### config.mk
export PLATFORM = sky130hd
export DESIGN_NAME = qsys_btn_irq_master
export DESIGN_NICKNAME = d
export VERILOG_FILES = /design/src/rtl/qsys_btn_irq_master.sv
export SDC_FILE = /design/constraint.sdc
export NUM_CORES = 1
export LEC_CHECK = 0
export CAP_MARGIN = 15
export CORE_MARGIN = 10
export CORE_UTILIZATION = 47
export CTS_CLUSTER_DIAMETER = 200
export CTS_CLUSTER_SIZE = 40
export DETAILED_ROUTE_END_ITERATION = 10
export MAX_ROUTING_LAYER = met4
export PLACE_DENSITY = 0.86
export RECOVER_POWER = 25
export SYNTH_ARGS = -nofsm -noshare
export SYNTH_HDL_FRONTEND = slang
export SYNTH_SLANG_ARGS = --single-unit
export TNS_END_PERCENT = 10
### constraint.sdc
create_clock -name clk -period 4.55 [get_ports clk]
set_clock_uncertainty 0.15 [all_clocks]
set_input_delay 1.365 -clock clk [delete_from_list [all_inputs] [get_ports clk]]
set_output_delay 1.365 -clock clk [all_outputs]
set_load 0.03 [all_outputs]
### src/rtl/qsys_btn_irq_master.sv
// Avalon-MM initiator that services the 8-bit edge-capture button PIO interrupt in hardware
// and publishes each serviced interrupt as an event record on a valid/ready stream.
module qsys_btn_irq_master #(
    parameter int                    DATA_WIDTH  = 8,
    parameter logic [DATA_WIDTH-1:0] INIT_MASK   = {DATA_WIDTH{1'b1}},
    parameter logic [DATA_WIDTH-1:0] TOGGLE_INIT = '0,
    parameter int                    CNT_WIDTH   = 16
) (
    input  logic                  clk,
    input  logic                  reset_n,
    output logic [1:0]            avm_address,
    output logic                  avm_chipselect,
    output logic                  avm_write_n,
    output logic [31:0]           avm_writedata,
    input  logic [31:0]           avm_readdata,
    input  logic                  irq,
    input  logic                  mask_wr,
    input  logic [DATA_WIDTH-1:0] mask_value,
    output logic                  evt_valid,
    input  logic                  evt_ready,
    output logic [DATA_WIDTH-1:0] evt_edges,
    output logic [DATA_WIDTH-1:0] evt_level,
    output logic [DATA_WIDTH-1:0] toggle_out,
    output logic [CNT_WIDTH-1:0]  evt_count,
    output logic                  busy
);

    typedef enum logic [3:0] {
        S_INIT_WR, S_IDLE, S_MASK_WR, S_EC_ADDR, S_EC_DATA,
        S_EC_CLR, S_LV_ADDR, S_LV_DATA, S_EMIT
    } state_t;

    localparam logic [1:0] ADDR_DATA = 2'd0;
    localparam logic [1:0] ADDR_MASK = 2'd2;
    localparam logic [1:0] ADDR_EDGE = 2'd3;

    state_t                  state_reg, state_next;
    logic [1:0]              addr_reg, addr_next;
    logic                    cs_reg, cs_next;
    logic                    wr_n_reg, wr_n_next;
    logic [DATA_WIDTH-1:0]   wdata_reg, wdata_next;
    logic                    valid_reg;
    logic [DATA_WIDTH-1:0]   edges_reg, level_reg, toggle_reg;
    logic [CNT_WIDTH-1:0]    count_reg;
    logic                    pend_reg;
    logic [DATA_WIDTH-1:0]   mask_val_reg;
    logic [DATA_WIDTH-1:0]   rd_bits;
    logic                    unused_rd;
    logic                    accept;

    assign rd_bits   = avm_readdata[DATA_WIDTH-1:0];
    assign unused_rd = ^avm_readdata[31:DATA_WIDTH];
    assign accept    = (state_reg == S_EMIT) && evt_ready;

    // Bus outputs are registered from the next state so they are glitch-free and
    // line up exactly with the state they belong to.
    always_ff @(posedge clk or negedge reset_n) begin
        if (!reset_n) begin
            state_reg    <= S_INIT_WR;
            addr_reg     <= '0;
            cs_reg       <= 1'b0;
            wr_n_reg     <= 1'b1;
            wdata_reg    <= '0;
            valid_reg    <= 1'b0;
            edges_reg    <= '0;
            level_reg    <= '0;
            toggle_reg   <= TOGGLE_INIT;
            count_reg    <= '0;
            pend_reg     <= 1'b0;
            mask_val_reg <= '0;
        end else begin
            state_reg <= state_next;
            addr_reg  <= addr_next;
            cs_reg    <= cs_next;
            wr_n_reg  <= wr_n_next;
            wdata_reg <= wdata_next;
            valid_reg <= (state_next == S_EMIT);
            if (state_reg == S_EC_DATA)
                edges_reg <= rd_bits;
            if (state_reg == S_LV_DATA)
                level_reg <= rd_bits;
            if (accept) begin
                toggle_reg <= toggle_reg ^ edges_reg;
                count_reg  <= count_reg + 1'b1;
            end
            // A new request in the MASK_WR cycle itself re-arms the flag.
            if (mask_wr) begin
                pend_reg     <= 1'b1;
                mask_val_reg <= mask_value;
            end else if (state_reg == S_MASK_WR) begin
                pend_reg <= 1'b0;
            end
        end
    end

    // INIT_WR is held until its write has actually been driven for one cycle after reset.
    always_comb begin
        state_next = state_reg;
        case (state_reg)
            S_INIT_WR: state_next = cs_reg ? S_IDLE : S_INIT_WR;
            S_IDLE: begin
                if (pend_reg)
                    state_next = S_MASK_WR;
                else if (irq)
                    state_next = S_EC_ADDR;
            end
            S_MASK_WR: state_next = S_IDLE;
            S_EC_ADDR: state_next = S_EC_DATA;
            S_EC_DATA: state_next = (rd_bits == '0) ? S_IDLE : S_EC_CLR;
            S_EC_CLR:  state_next = S_LV_ADDR;
            S_LV_ADDR: state_next = S_LV_DATA;
            S_LV_DATA: state_next = S_EMIT;
            S_EMIT:    state_next = evt_ready ? S_IDLE : S_EMIT;
            default:   state_next = S_INIT_WR;
        endcase
    end

    always_comb begin
        addr_next  = '0;
        cs_next    = 1'b0;
        wr_n_next  = 1'b1;
        wdata_next = '0;
        case (state_next)
            S_INIT_WR: begin
                cs_next = 1'b1; wr_n_next = 1'b0; addr_next = ADDR_MASK; wdata_next = INIT_MASK;
            end
            S_MASK_WR: begin
                cs_next = 1'b1; wr_n_next = 1'b0; addr_next = ADDR_MASK; wdata_next = mask_val_reg;
            end
            S_EC_ADDR: begin
                cs_next = 1'b1; addr_next = ADDR_EDGE;
            end
            S_EC_DATA: addr_next = ADDR_EDGE;
            // Only reachable from EC_DATA, where readdata holds the captured edges.
            S_EC_CLR: begin
                cs_next = 1'b1; wr_n_next = 1'b0; addr_next = ADDR_EDGE; wdata_next = rd_bits;
            end
            S_LV_ADDR: begin
                cs_next = 1'b1; addr_next = ADDR_DATA;
            end
            default: ;
        endcase
    end

    assign avm_address    = addr_reg;
    assign avm_chipselect = cs_reg;
    assign avm_write_n    = wr_n_reg;
    assign avm_writedata  = 32'(wdata_reg);
    assign evt_valid      = valid_reg;
    assign evt_edges      = edges_reg;
    assign evt_level      = level_reg;
    assign toggle_out     = toggle_reg;
    assign evt_count      = count_reg;
    assign busy           = (state_reg != S_IDLE);

endmodule

==> results of run 1 <==
==> synth_stat cells (2+ instances only) <==
cell type / instances
nand3_1: 4
o31ai_1: 3
inv_1: 2
xor2_1: 8
nor2_1: 9
nor3_2: 5
clkbuf_1: 2
nand2_1: 39
mux2_1: 9
nand4_1: 3
and3_1: 3
and2_1: 2
o22ai_1: 2
mux2_2: 8
buf_4: 26
dfrtp_1: 65
o31ai_2: 7
buf_6: 3
nand3b_1: 4
nor4_1: 2
o2bb2ai_1: 2
xnor2_1: 15
nor3_1: 8
buf_2: 3
==> kinds of logic (layout without fill, tap and decap cells) <==
logic type | after synthesis | count (layout) | share of synthesized area (%)
xor gates and xnor gates | 23 | 23 | 6.60
other | 1 | 24 | 0.123
DFF | 66 | 66 | 54.2
buffers and inverters | 37 | 93 | 8.61
adders and majority gates | 1 | 1 | 0.410
and+or+nand+nor | 90 | 90 | 16.2
AOI/OAI and AO/OA | 25 | 25 | 7.63
muxes | 17 | 17 | 6.27
==> final cells by class <==
class | count | area, um2 | share of cell area, %
Clock buffer | 10 | 138 | 3.51
Clock inverter | 6 | 65.1 | 1.66
Inverter | 2 | 7.51 | 0.192
Multi-Input combinational cell | 180 | 1210 | 31.0
Sequential cell | 66 | 1650 | 42.2
Tap cell | 77 | 96.3 | 2.46
Timing Repair Buffer | 75 | 742 | 18.9
==> metal layers <==
metal	global-route usage [%]	vias to the layer above	share of wire, %	routed length, um
met5	-	-	0	0
met4	6.41	0	2.3	165
met3	4.94	12	7.2	506
met2	22.5	74	48	3390
met1	17.4	1024	42	3000
li1	-	995	-	-
==> power breakdown <==
part,internal (uW),switching [uW]
logic,514,726
registers,782,163
clock network,269,232
total,1560,1120
==> placed cells by master (no fill, tap or decap), types with 2 or more instances in the layout <==
master / instances
clkinv_2: 2
mux2_2: 8
dfrtp_1: 65
mux2_1: 9
o31ai_2: 7
conb_1: 24
nand2_1: 39
o2bb2ai_1: 2
nor2_1: 9
o22ai_1: 2
nand3b_1: 4
and2_1: 2
and3_1: 3
nand3_1: 4
nand4_1: 3
clkbuf_8: 10
nor4_1: 2
o31ai_1: 3
xor2_1: 8
xnor2_1: 15
nor3_2: 4
inv_1: 2
nor3_1: 9
clkdlybuf4s50_1: 72
==> metrics by stage <==
stage                     cell area, um2  util (%)  total power (uW)
after CTS                           3930      62.2              2720
final                               3920      62.0              2690
after detailed placement            3720      59.0              2200
after global placement              3720      59.0              2170
after floorplan                     3140         -              1770
after global routing                3920      62.0              2830
==> final timing paths <==
| path | start | to | slack (ns) |
|---|---|---|---|
| max | state_reg[1] | busy | 1.12 |
| min | evt_count[15] | evt_count[15] | 0.32 |
| max reg2reg | state_reg[3] | wdata_reg[1] | 2.20 |
| min reg2reg | evt_count[15] | evt_count[15] | 0.32 |
| max in group asynchronous | reset_n | evt_count[11] | 1.24 |
| min in group asynchronous | reset_n | toggle_out[3] | 1.62 |
==> worst reg2reg max path, cell delays in order, from the launching register on <==
cell,delay (ns)
dfrtp_1,0.58
nand2b_1,0.33
nor3_1,0.80
nand2_1,0.26
o31ai_2,0.13
==> results.cfg, run 1 <==
[global_route]
grt_max_degree = 47
gr-total-overflow = 0
grt.total_usage_pct = 14.8
grt_pass1_wl_mm = 11.5
grt_pass1_vias = 2175
antenna_found_initial = 0

[yosys]
async_reset_ff_share_pct = 100
synth_edf_count = 0
ys.warnings.count = 0
yosys-top-cells-area = dfrtp_1 53%, buf_4 6.4%, nand2_1 4.8%, xnor2_1 4.3%, mux2_1 3.3%
synth_top_cell_area_share_pct = 53.3
ys_seq_area_share_pct = 54.2
synthFlopType = dfrtp_1
avgSynthCellArea_um2 = 11.7
syn_area_um2 = 3050
syn_inst = 260
synthDistinctLibCells = 50
yosys_register_bits = 66
yosysTopAreaCell = dfrtp_1

[clock_tree]
cts_tree = done
clk_latency_ns = 0.34
cts_buffer_depth = 2
cts_resized = 0
cts_made_buffers = 9
ctsHoldBuffers = 0
htreeDepth = 3
cts_root_buffer = clkbuf_8
post_cts_buffers = 0
clkTransAtPathRegs_ns = 0.07
cts_sinks = 66

[critical_path]
r2r_cells = 4
path_class = reg2out
endpoint_kind = output pin
path_cells = nor2_1 > nand3b_1 > clkdlybuf4s50_1
crit_arrival_ns = 1.91
cp.required_ns = 3.03
crit_fanout = 13
critPathLaunchType = register
cp_slowest_stage_delay_ns = 0.68
path_buf_inv = 1
critical_path.top_delay_family = buffers and inverters
crit_cells = 3
cp_slowest_cell = clkdlybuf4s50_1

[detailed_routing]
drc = 0
viasPerCell = 5.06
drtIter0Drc = 76
ant_nets = 0
vias = 2105
wl_per_cell_um = 17.0
wl_mm = 7.06
firstDrtPassIters = 4

[finish]
fillCellCount = 497
drive_above_1_share_pct = 13.3
antenna_cells = 0
nets = 380
largest_register_ffs = 16
stdcell_count = 416
layout-area-overhead-vs-synth_pct = 28.3

[place]
pre_cts_slack_ns = 1.27
dpl.hpwl_mm = 5.40
io_buffer_count = 74
gp_congestion = 0.871
dp.cells = 400

[timing]
worst_slew_pin_slew_ns = 2.45
final_max_slew_viol_count = 47
relSlewSlack_pct = -63.0
fin_ws_ns = 1.12
post-route-period-util_pct = 75.3
max_freq_mhz = 292
finalSetupViolations = 0
timing.hold.ws_ns = 0.320
min_period_ns = 3.43
finalHoldViolCount = 0
finalSetupTns_ns = 0
rsz0062_at_grt = no

[run]
max_cap_violations = 1

[floorplanning]
core_um2 = 6310
rows = 29
dieArea_um2 = 10100
die_y_um = 101
start_util_pct = 48.3
ios = 123
fp.dieW_um = 101

[worst_hold_path]
min_path_cells = 1
hp-class = reg2reg

[outcome]
outcome = finished with violations
violations = max-capacitance violations, max-slew violations

[pwr]
p_leak_uw = 0.00173
ir_drop_v = 0.000413
p_per_area_nw_per_um2 = 686
No activity file was read; power rests on OpenSTA's default activity.
==> run 2, diff against run 1 <==
--- a/config.mk
+++ b/config.mk
@@ -7,12 +7,12 @@
 export LEC_CHECK = 0
 export CAP_MARGIN = 15
 export CORE_MARGIN = 10
-export CORE_UTILIZATION = 47
+export CORE_UTILIZATION = 43
 export CTS_CLUSTER_DIAMETER = 200
 export CTS_CLUSTER_SIZE = 40
 export DETAILED_ROUTE_END_ITERATION = 10
 export MAX_ROUTING_LAYER = met4
-export PLACE_DENSITY = 0.86
+export PLACE_DENSITY = 0.8
 export RECOVER_POWER = 25
 export SYNTH_ARGS = -nofsm -noshare
 export SYNTH_HDL_FRONTEND = slang
==> constraint.sdc (replaced) <==
create_clock -name clk -period 3.19 [get_ports clk]
set_clock_uncertainty 0.15 [all_clocks]
set_input_delay 0.957 -clock clk [delete_from_list [all_inputs] [get_ports clk]]
set_output_delay 0.957 -clock clk [all_outputs]
set_load 0.03 [all_outputs]
==> run 2 against run 1 <==
  * The flow still finishes with violations (max-capacitance violations, max-slew violations)
  * First-iteration DRC count is 25% lower
  * Via count grew 1.0%
  * Sequential share of layout area fell by 0.17 points
  * Clock-buffer cell count is 1 higher
  * Worst setup slack worse by 0.90 ns
  * Routed wire length is 0.95% lower
  * Non-clock buffer count rose by 2
  * Highest routed layer unchanged
==> results.cfg, run 2 (same netlist as run 1, synthesis figures left out) <==
[critical_path]
path_class = reg2out
critical_path.top_delay_family = buffers and inverters
rr_endpoint = evt_count[1]
critPathLaunchType = register
crit_arrival_ns = 1.86
crit_cells = 3
path_cells = nor2_1 > nand3b_1 > clkdlybuf4s50_1
cp.required_ns = 2.08
r2r_setup_slack_ns = 1.02
crit_fanout = 11
r2r_start = state_reg[0]
cp_slowest_cell = clkdlybuf4s50_1
path_buf_inv = 1
endpoint_kind = output pin
cp_slowest_stage_delay_ns = 0.69
r2r_cells = 3

[floorplanning]
die_y_um = 104
start_util_pct = 44.7
ios = 123
rows = 30
fp.dieW_um = 104
core_um2 = 6830
dieArea_um2 = 10900

[place]
gp_congestion = 0.804
dpl.hpwl_mm = 5.41
io_buffer_count = 74
pre_cts_slack_ns = 0.352

[timing]
timing.hold.ws_ns = 0.316
max_freq_mhz = 337
post-route-period-util_pct = 92.9
final_max_slew_viol_count = 67
min_period_ns = 2.96
finalSetupViolations = 0
relSlewSlack_pct = -4.87
finalHoldViolCount = 0
finalSetupTns_ns = 0
rsz0062_at_grt = no
fin_ws_ns = 0.225
worst_slew_pin_slew_ns = 1.57

[detailed_routing]
firstDrtPassIters = 4
viasPerCell = 4.89
drc = 0
vias = 2127
wl_mm = 7.00
wl_per_cell_um = 16.1
ant_nets = 0
drtIter0Drc = 57

[clock_tree]
cts_tree = done
clk_latency_ns = 0.33
cts_sinks = 66
cts_root_buffer = clkbuf_8
ctsHoldBuffers = 0
cts_buffer_depth = 2
post_cts_buffers = 0
htreeDepth = 3
cts_resized = 0
cts_made_buffers = 9
clkTransAtPathRegs_ns = 0.07

[pwr]
pwr-share-seq_pct = 35.0
swShare_pct = 41.2
p_per_area_nw_per_um2 = 959
clkPwrFrac_pct = 17.0
ir_drop_v = 0.000437
p_comb_share_pct = 48.0
p_sw_uw = 1560
p_leak_uw = 0.00172
intPower_uw = 2220

[finish]
utilization_pct = 57.6
largest_register_ffs = 16
antenna_cells = 0
drive_above_1_share_pct = 13.6
layout_commonest_cell = clkdlybuf4s50_1
nets = 382
layout-area-overhead-vs-synth_pct = 28.9
layout_common_cells = 73 x clkdlybuf4s50_1, 65 x dfrtp_1, 39 x nand2_1

[global_route]
antenna_found_initial = 0
grt_max_degree = 67
grt_pass1_vias = 2151
gr-total-overflow = 0
grt_pass1_wl_mm = 11.5
grt.total_usage_pct = 13.4

[worst_hold_path]
worstHoldEndpoint = toggle_out[5]
hp-class = reg2reg
hold_start = toggle_out[5]
min_path_cells = 1

[run]
max_cap_violations = 1

[outcome]
outcome = finished with violations
violations = max-capacitance violations, max-slew violations
-- run 2: cell types whose count changed in the layout (fill, tap and decap cells not counted), sizes merged --
| cell | change |
|---|---|
| buf | +2 |
| clkbuf | +1 |
| clkdlybuf4s50 | +1 |
| clkinv | -2 |
| dlygate4sd3 | -1 |
| inv | -1 |
-- run 2: layout make-up --
class | instances | area, um2
timing repair buffer | 77 | 756
clock inverter | 3 | 42.5
inverter | 2 | 7.51
tap | 96 | 120
multi-input combinational | 180 | 1220
clock buffer | 11 | 131
fill | 582 | 2900
sequential | 66 | 1650
-- run 2: routing by layer --
layer  global-route usage [%]  up-vias  routed length [um]
li1                         -      994                   -
met1                     16.4     1050                3080
met2                     19.9       68                3420
met3                     3.66       15                 324
met4                     6.76        0                 174
met5                        -        -                   0
-- run 2: through the flow --
step | total power (uW) | area [um2] | std cells
final | 3770 | 3930 | 435
after global routing | 3990 | 3930 | 435
after CTS | 3810 | 3940 | 435
after detailed placement | 3150 | 3760 | 421
after global placement | 3110 | 3760 | 421
after floorplan | 2520 | 3140 | 283
-- run 2: how the worst max path moves through the flow --
stage / startpoint / to / slack [ns]
6_report: state_reg[2] / busy / 0.23
3_3_place_gp: avm_readdata[0] / wdata_reg[1] / 0.36
4_1_cts: state_reg[2] / busy / 0.18
5_1_grt: state_reg[2] / busy / 0.13
2_1_floorplan: state_reg[3] / busy / 1.01
3_5_place_dp: avm_readdata[0] / wdata_reg[3] / 0.35
-- run 2: power groups by stage --
stage / combinational (uW) / sequential (uW) / clock [uW]
2_1_floorplan: 780 / 1740 / 0
3_3_place_gp: 1790 / 1320 / 0
3_5_place_dp: 1820 / 1340 / 0
4_1_cts: 1830 / 1320 / 656
5_1_grt: 1930 / 1360 / 694
6_report: 1810 / 1320 / 643
==> run 3, diff against run 2 <==
--- a/config.mk
+++ b/config.mk
@@ -6,7 +6,7 @@
 export NUM_CORES = 1
 export LEC_CHECK = 0
 export CAP_MARGIN = 15
-export CORE_MARGIN = 10
+export CORE_MARGIN = 8
 export CORE_UTILIZATION = 43
 export CTS_CLUSTER_DIAMETER = 200
 export CTS_CLUSTER_SIZE = 40
@@ -14,6 +14,7 @@
 export MAX_ROUTING_LAYER = met4
 export PLACE_DENSITY = 0.8
 export RECOVER_POWER = 25
+export SETUP_SLACK_MARGIN = 0.1
 export SYNTH_ARGS = -nofsm -noshare
 export SYNTH_HDL_FRONTEND = slang
 export SYNTH_SLANG_ARGS = --single-unit
==> run 3 against run 2 <==
  * The run still ends with max-capacitance violations, max-slew violations left
  * Via count unchanged
  * Combinational power about the same
  * Power increased by 5.4%
==> results.cfg, run 3 (same netlist as run 1, synthesis figures left out) <==
[outcome]
outcome = finished with violations
violations = max-capacitance violations, max-slew violations

[clock_tree]
htreeDepth = 3
post_cts_buffers = 0
cts_tree = done
cts_resized = 0
clk_latency_ns = 0.34
cts_sinks = 66
cts_root_buffer = clkbuf_8
clkTransAtPathRegs_ns = 0.08
cts_made_buffers = 9
ctsHoldBuffers = 0
cts_buffer_depth = 2

[run]
max_cap_violations = 1

[timing]
min_period_ns = 2.96
fin_ws_ns = 0.232
finalHoldViolCount = 0
post-route-period-util_pct = 92.7
finalSetupTns_ns = 0
final_max_slew_viol_count = 67
rsz0062_at_grt = no
relSlewSlack_pct = -6.15
max_freq_mhz = 338
worst_slew_pin_slew_ns = 1.59
finalSetupViolations = 0

[place]
dpl.hpwl_mm = 5.25
io_buffer_count = 74
pre_cts_slack_ns = 0.351
gp_congestion = 0.809

[detailed_routing]
drc = 0
wl_per_cell_um = 15.9
ant_nets = 0
drtIter0Drc = 102
viasPerCell = 4.87
vias = 2127
wl_mm = 6.96
firstDrtPassIters = 5

[finish]
nets = 382
layout_commonest_cell = clkdlybuf4s50_1
layout_common_cells = 73 x clkdlybuf4s50_1, 65 x dfrtp_1, 39 x nand2_1
layout-area-overhead-vs-synth_pct = 31.3
antenna_cells = 0
drive_above_1_share_pct = 14.7
largest_register_ffs = 16

[global_route]
grt_pass1_wl_mm = 11.3
grt.total_usage_pct = 14.9
gr-total-overflow = 0
grt_max_degree = 67
antenna_found_initial = 0
grt_pass1_vias = 2227

[critical_path]
critical_path.top_delay_family = buffers and inverters
endpoint_kind = output pin
cp.required_ns = 2.08
cp_slowest_cell = clkdlybuf4s50_1
path_class = reg2out
crit_arrival_ns = 1.85
path_buf_inv = 1
crit_fanout = 11
path_cells = nor2_1 > nand3b_1 > clkdlybuf4s50_1
critPathLaunchType = register
cp_slowest_stage_delay_ns = 0.69

[floorplanning]
rows = 30
start_util_pct = 44.7
ios = 123
fp.dieW_um = 100
core_um2 = 6830
dieArea_um2 = 10000
die_y_um = 100

[pwr]
ir_drop_v = 0.000424
p_per_area_nw_per_um2 = 992
p_leak_uw = 0.00176

[worst_hold_path]
hp-class = reg2reg
==> run 3: cell count changes in the layout (fill, tap and decap cells not counted), sizes merged <==
cell,delta
clkbuf,+2
bufinv,+1
clkinvlp,-1
==> run 3: per-layer routing <==
metal  up-vias  wire length (um)  part of all wire, %  track usage (%)
met1      1040              3080                   44             17.2
met5         -                 0                    0                -
met3        10               428                  6.2             4.29
met4         0               119                  1.7             6.63
met2        84              3330                   48             23.6
li1        993                 -                    -                -
==> run 3: report_power, final <==
part	switching (uW)	leakage, uW	internal, uW
registers	200	0.000831	1120
clock network	314	0.000126	527
logic	1070	0.000806	747
==> run 3: final timing paths <==
path | startpoint | to | slack [ns] | depth (start not counted)
setup / recovery | state_reg[2] | busy | 0.23 | 3
hold / removal | evt_count[15] | evt_count[15] | 0.32 | 1
setup reg to reg | state_reg[0] | evt_count[1] | 1.06 | 3
hold reg to reg | evt_count[15] | evt_count[15] | 0.32 | 1
max in group asynchronous | reset_n | state_reg[3] | 0.98 | 2
min in group asynchronous | reset_n | toggle_out[1] | 0.95 | 2
==> run 3: cell type report <==
class	count	area [um2]
multi-input combinational	180	1220
inverter	2	7.51
sequential	66	1650
clock buffer	13	179
tap	96	120
clock inverter	3	68.8
timing repair buffer	77	756
fill	568	2830
==> run 3: stage by stage <==
step / cells / utilization (%) / hold slack, ns / instance area, um2 / total power [uW]
after detailed placement: 421 / 55.2 / 0.311 / 3770 / 3160
final: 437 / 58.6 / 0.318 / 4010 / 3970
after floorplan: 283 / - / 0.326 / 3140 / 2520
after CTS: 437 / 58.9 / 0.325 / 4020 / 4010
after global placement: 421 / 55.2 / 0.305 / 3770 / 3110
after global routing: 437 / 58.6 / 0.330 / 4010 / 4170
